## src/rtl/alu_pkg.sv

```systemverilog
// Shared constants and FSM state type for the ALU function-sweep controller.
package alu_pkg;

    localparam int unsigned FXN_W     = 3;
    localparam int unsigned NUM_FXN   = 8;
    localparam int unsigned DEF_WIDTH = 6;

    typedef enum logic [1:0] {
        IDLE = 2'd0,
        RUN  = 2'd1,
        DONE = 2'd2
    } sweep_state_t;

endpackage

```

## src/rtl/alu_result_buf.sv

```systemverilog
// Eight-slot result store: one write port, one combinational read port,
// all slots cleared synchronously while rst_n is low.
module alu_result_buf
    import alu_pkg::*;
#(
    parameter int unsigned WIDTH = DEF_WIDTH
) (
    input  logic               clk,
    input  logic               rst_n,
    input  logic               wr_en,
    input  logic [FXN_W-1:0]   wr_idx,
    input  logic [WIDTH+1:0]   wr_data,
    input  logic [FXN_W-1:0]   rd_idx,
    output logic [WIDTH+1:0]   rd_data
);

    logic [WIDTH+1:0] mem [NUM_FXN];

    always_ff @(posedge clk) begin
        if (!rst_n) begin
            for (int unsigned i = 0; i < NUM_FXN; i++) begin
                mem[i] <= '0;
            end
        end else if (wr_en) begin
            mem[wr_idx] <= wr_data;
        end
    end

    assign rd_data = mem[rd_idx];

endmodule

```

## src/rtl/alu_sweep_ctrl.sv

```systemverilog
// Drives latched operands through all eight ALU function codes, holding each
// for SETTLE cycles, and records {cout, oflow, out} per code for readback.
module alu_sweep_ctrl
    import alu_pkg::*;
#(
    parameter int unsigned WIDTH  = DEF_WIDTH,
    parameter int unsigned SETTLE = 2
) (
    input  logic               clk,
    input  logic               rst_n,
    input  logic               start,
    input  logic [WIDTH-1:0]   op_a,
    input  logic [WIDTH-1:0]   op_b,
    output logic [WIDTH-1:0]   alu_a,
    output logic [WIDTH-1:0]   alu_b,
    output logic [FXN_W-1:0]   alu_fxn,
    input  logic [WIDTH-1:0]   alu_out,
    input  logic               alu_oflow,
    input  logic               alu_cout,
    output logic               busy,
    output logic               done,
    input  logic [FXN_W-1:0]   rd_idx,
    output logic [WIDTH+1:0]   rd_data,
    output logic [3:0]         oflow_cnt
);

    localparam logic [3:0]       SETTLE_LAST = 4'(SETTLE - 1);
    localparam logic [FXN_W-1:0] FXN_LAST    = FXN_W'(NUM_FXN - 1);

    sweep_state_t     state_q, state_d;
    logic [WIDTH-1:0] a_q, a_d, b_q, b_d;
    logic [FXN_W-1:0] fxn_q, fxn_d;
    logic [3:0]       settle_q, settle_d;
    logic [3:0]       ocnt_q, ocnt_d;
    logic             wr_en;

    always_ff @(posedge clk) begin
        if (!rst_n) begin
            state_q  <= IDLE;
            a_q      <= '0;
            b_q      <= '0;
            fxn_q    <= '0;
            settle_q <= '0;
            ocnt_q   <= '0;
        end else begin
            state_q  <= state_d;
            a_q      <= a_d;
            b_q      <= b_d;
            fxn_q    <= fxn_d;
            settle_q <= settle_d;
            ocnt_q   <= ocnt_d;
        end
    end

    always_comb begin
        state_d  = state_q;
        a_d      = a_q;
        b_d      = b_q;
        fxn_d    = fxn_q;
        settle_d = settle_q;
        ocnt_d   = ocnt_q;
        wr_en    = 1'b0;
        unique case (state_q)
            IDLE: begin
                fxn_d = '0;
                if (start) begin
                    a_d      = op_a;
                    b_d      = op_b;
                    settle_d = '0;
                    ocnt_d   = '0;
                    state_d  = RUN;
                end
            end
            RUN: begin
                // Capture on the final settle cycle of each function code.
                if (settle_q == SETTLE_LAST) begin
                    wr_en    = 1'b1;
                    ocnt_d   = ocnt_q + 4'(alu_oflow);
                    settle_d = '0;
                    if (fxn_q == FXN_LAST) begin
                        state_d = DONE;
                    end else begin
                        fxn_d = fxn_q + 1'b1;
                    end
                end else begin
                    settle_d = settle_q + 1'b1;
                end
            end
            DONE: begin
                state_d = IDLE;
                fxn_d   = '0;
            end
            default: begin
                state_d = IDLE;
            end
        endcase
    end

    alu_result_buf #(
        .WIDTH (WIDTH)
    ) u_buf (
        .clk     (clk),
        .rst_n   (rst_n),
        .wr_en   (wr_en),
        .wr_idx  (fxn_q),
        .wr_data ({alu_cout, alu_oflow, alu_out}),
        .rd_idx  (rd_idx),
        .rd_data (rd_data)
    );

    assign alu_a     = a_q;
    assign alu_b     = b_q;
    assign alu_fxn   = fxn_q;
    assign busy      = (state_q != IDLE);
    assign done      = (state_q == DONE);
    assign oflow_cnt = ocnt_q;

endmodule

```

## config.mk

```make
export PLATFORM = sky130hd
export DESIGN_NAME = alu_sweep_ctrl
export DESIGN_NICKNAME = d
export VERILOG_FILES = /design/src/rtl/alu_pkg.sv /design/src/rtl/alu_result_buf.sv /design/src/rtl/alu_sweep_ctrl.sv
export SDC_FILE = /design/constraint.sdc
export NUM_CORES = 1
export LEC_CHECK = 0
export BUFFER_PORTS_ARGS = -buffer_cell sky130_fd_sc_hd__buf_2
export CAP_MARGIN = 20
export CORE_MARGIN = 8
export CORE_UTILIZATION = 50
export DETAILED_ROUTE_END_ITERATION = 6
export PLACE_DENSITY = 0.72
export SLEW_MARGIN = 40
export SYNTH_ARGS = -nofsm -noshare
export SYNTH_HDL_FRONTEND = slang
export SYNTH_SLANG_ARGS = --single-unit
```

## constraint.sdc

```tcl
create_clock -name clk -period 2.8 [get_ports clk]
set_input_delay 0.14 -clock clk [delete_from_list [all_inputs] [get_ports clk]]
set_output_delay 0.14 -clock clk [all_outputs]
set_load 0.03 [all_outputs]
```

==> results.cfg <==
[run_status]
status = finished, final reports clean

[timing]
timing.fmax_mhz = 421.2
hold_viol = 0
rsz0062_at_grt = no
period_minus_slack_ns = 2.374
slew-limit-headroom_pct = 61.32
tightest_slew_ns = 0.5793
setup_violations = 0
finalClockSkew_ns = 0.01008
final.setup.tns_ns = 0
timing.final.crit_share_pct = 84.78
drv_slew = 0
holdWs_ns = 0.02337
layout_setup_ws_ns = 0.4261

[power_and_ir_drop]
p_leak_nw = 1.796
ir_drop_v = 0.0002959
power_density_nw_per_um2 = 567.6

[worst_setup_path]
required_ns = 2.87
crit_path_max_fanout = 18
endpoint_kind = flip-flop
path_class = reg2reg
arrival_ns = 2.44
start_kind = flip-flop

[cts]
cts_resized = 0
cts_buffer_depth = 2
cts_made_buffers = 9
post_cts_hold_buffer_count = 0
insertion_delay_ns = 0.36
cts.sinks = 89
root_buffer = clkbuf_8
cts_max_level = 3
clkTransAtPathRegs_ns = 0.09
cts_tree = yes
postCtsSetupBuffers = 0

[logic_synthesis]
ys_ff_latch = 89
syn_nets = 364
synth_edf_count = 64
synthesis.area_um2 = 4034
ys.flop_type = edfxtp_1
yosysWarnings = 0
synth_top_area_share_pct = 47.64
synth_area_leader_cell = edfxtp_1
syn_avg_cell_area_um2 = 12.15
yosys-top-cells-area = edfxtp_1 48%, dfxtp_1 12%, mux4_2 8.9%
seq_area_frac_synth_pct = 60.05
syn-instance-count = 332
async_flop_share_pct = 0
synthDistinctLibCells = 38

[grt]
grt_pass1_wl_um = 14340
first_global_vias = 2802
grt.total_usage_pct = 16.42
grt.overflow.total = 0
antenna_found_initial = 0
grt_max_degree = 20

[place]
place_area_um2 = 4451
gp_congestion = 0.7858
dpl_worst_slack_ns = 0.4329
port_buffers = 54
place_hpwl_um = 6556

[layout]
nets = 423
final-seq-area_um2 = 2422
areaGrowthSynthToFinish_pct = 15.29
drive_above_1_share_pct = 30.05
fin_area_um2 = 4651
n_fill_cell = 653
multiInputGateArea_um2 = 1495
antenna_cells = 0

[drt]
first_iter_violations = 128
drtAntennaViolNets = 0
drc = 0
drt_wl_total_um = 9067
num_vias = 2714
viasPerCell = 5.450
wire_per_inst_um = 18.21
dr.pass1.iters = 4

[floorplanning]
dieHeight_um = 105.8
dieArea_um2 = 11200
die_w_um = 105.8
fp-row-count = 32
design.core.area_um2 = 7767
io_pins = 55
start_util_pct = 51.93

[min_path]
hp-class = in2reg

[job]
max_cap_violations = 0
[flip-flops by register name (all words and copies together), names as in the netlist]
register,flops
u_buf.mem,64
alu_fxn,3
settle_q,4
alu_b,6
state_q,2
alu_a,6
oflow_cnt,4
[cell type report]
type	count	area share (%)
Timing Repair Buffer	70	8.394
Sequential cell	89	52.08
Inverter	4	0.3228
Tap cell	102	2.744
Clock inverter	7	1.641
Clock buffer	9	2.663
Multi-Input combinational cell	217	32.15
[final timing paths]
path,start,endpoint,slack [ns],cells after the start
worst min-delay path,op_b[2],alu_b[2],0.02,3
worst max-delay path,settle_q[0],u_buf.mem[2][5],0.43,5
worst max register to register,settle_q[0],u_buf.mem[2][5],0.43,5
worst min register to register,alu_b[5],alu_b[5],0.46,2
[routing by layer]
metal / track usage (%) / vias to the layer above / wire (µm)
li1: - / 1307 / -
met1: 18.91 / 1307 / 3655
met2: 28.82 / 90 / 4742
met3: 4.750 / 10 / 578
met4: 4.925 / 0 / 91
met5: 0 / - / 0
[power by group]
part | switching, mW | internal [mW]
logic | 0.160 | 0.106
clock network | 0.482 | 0.421
registers | 0.0209 | 1.45
[through the flow]
stage / utilization [%] / instances / power (mW)
floorplan: - / 332 / 1.674
global placement: 57.30 / 482 / 1.761
detailed placement: 57.30 / 482 / 1.770
CTS: 59.87 / 498 / 2.650
global route: 59.87 / 498 / 2.733
finish: 59.87 / 498 / 2.640
[critical path: stages (launching register included)]
cell	delay, ns
dfxtp_1	0.40
ha_1	0.22
or4b_4	0.51
or4_4	0.56
o21ai_0	0.19
buf_4	0.20
[layout by cell type (no fill, tap or decap), drive strengths merged, types with 8 or more instances in the layout]
master / instances
nor2: 64
buf: 70
edfxtp: 64
a21boi: 17
o21ai: 14
dfxtp: 25
clkbuf: 9
nand2: 45
mux2: 8
mux4: 16
[synth_stat cells, types with 3 or more instances]
cell / n
a21boi_0: 17
a21oi_1: 5
buf_1: 3
buf_2: 3
clkbuf_1: 14
dfxtp_1: 25
edfxtp_1: 64
ha_1: 6
inv_1: 4
mux2_2: 8
mux4_2: 16
nand2_1: 45
nand2b_1: 3
nand3_1: 6
nand3b_1: 3
nor2_1: 64
nor2b_1: 3
nor3b_1: 3
o21ai_0: 14
or3_1: 3
[logic make-up (layout without fill, tap and decap cells)]
group	count (synthesis)	count (layout)	share of synthesized area, %
and+or+nand+nor	144	144	17.09
DFF	89	89	60.05
AOI/OAI and AO/OA	42	42	6.700
buffers and inverters	26	90	2.884
muxes	25	25	11.41
adders and majority gates	6	6	1.861
Power figures use the tool's default switching activity.
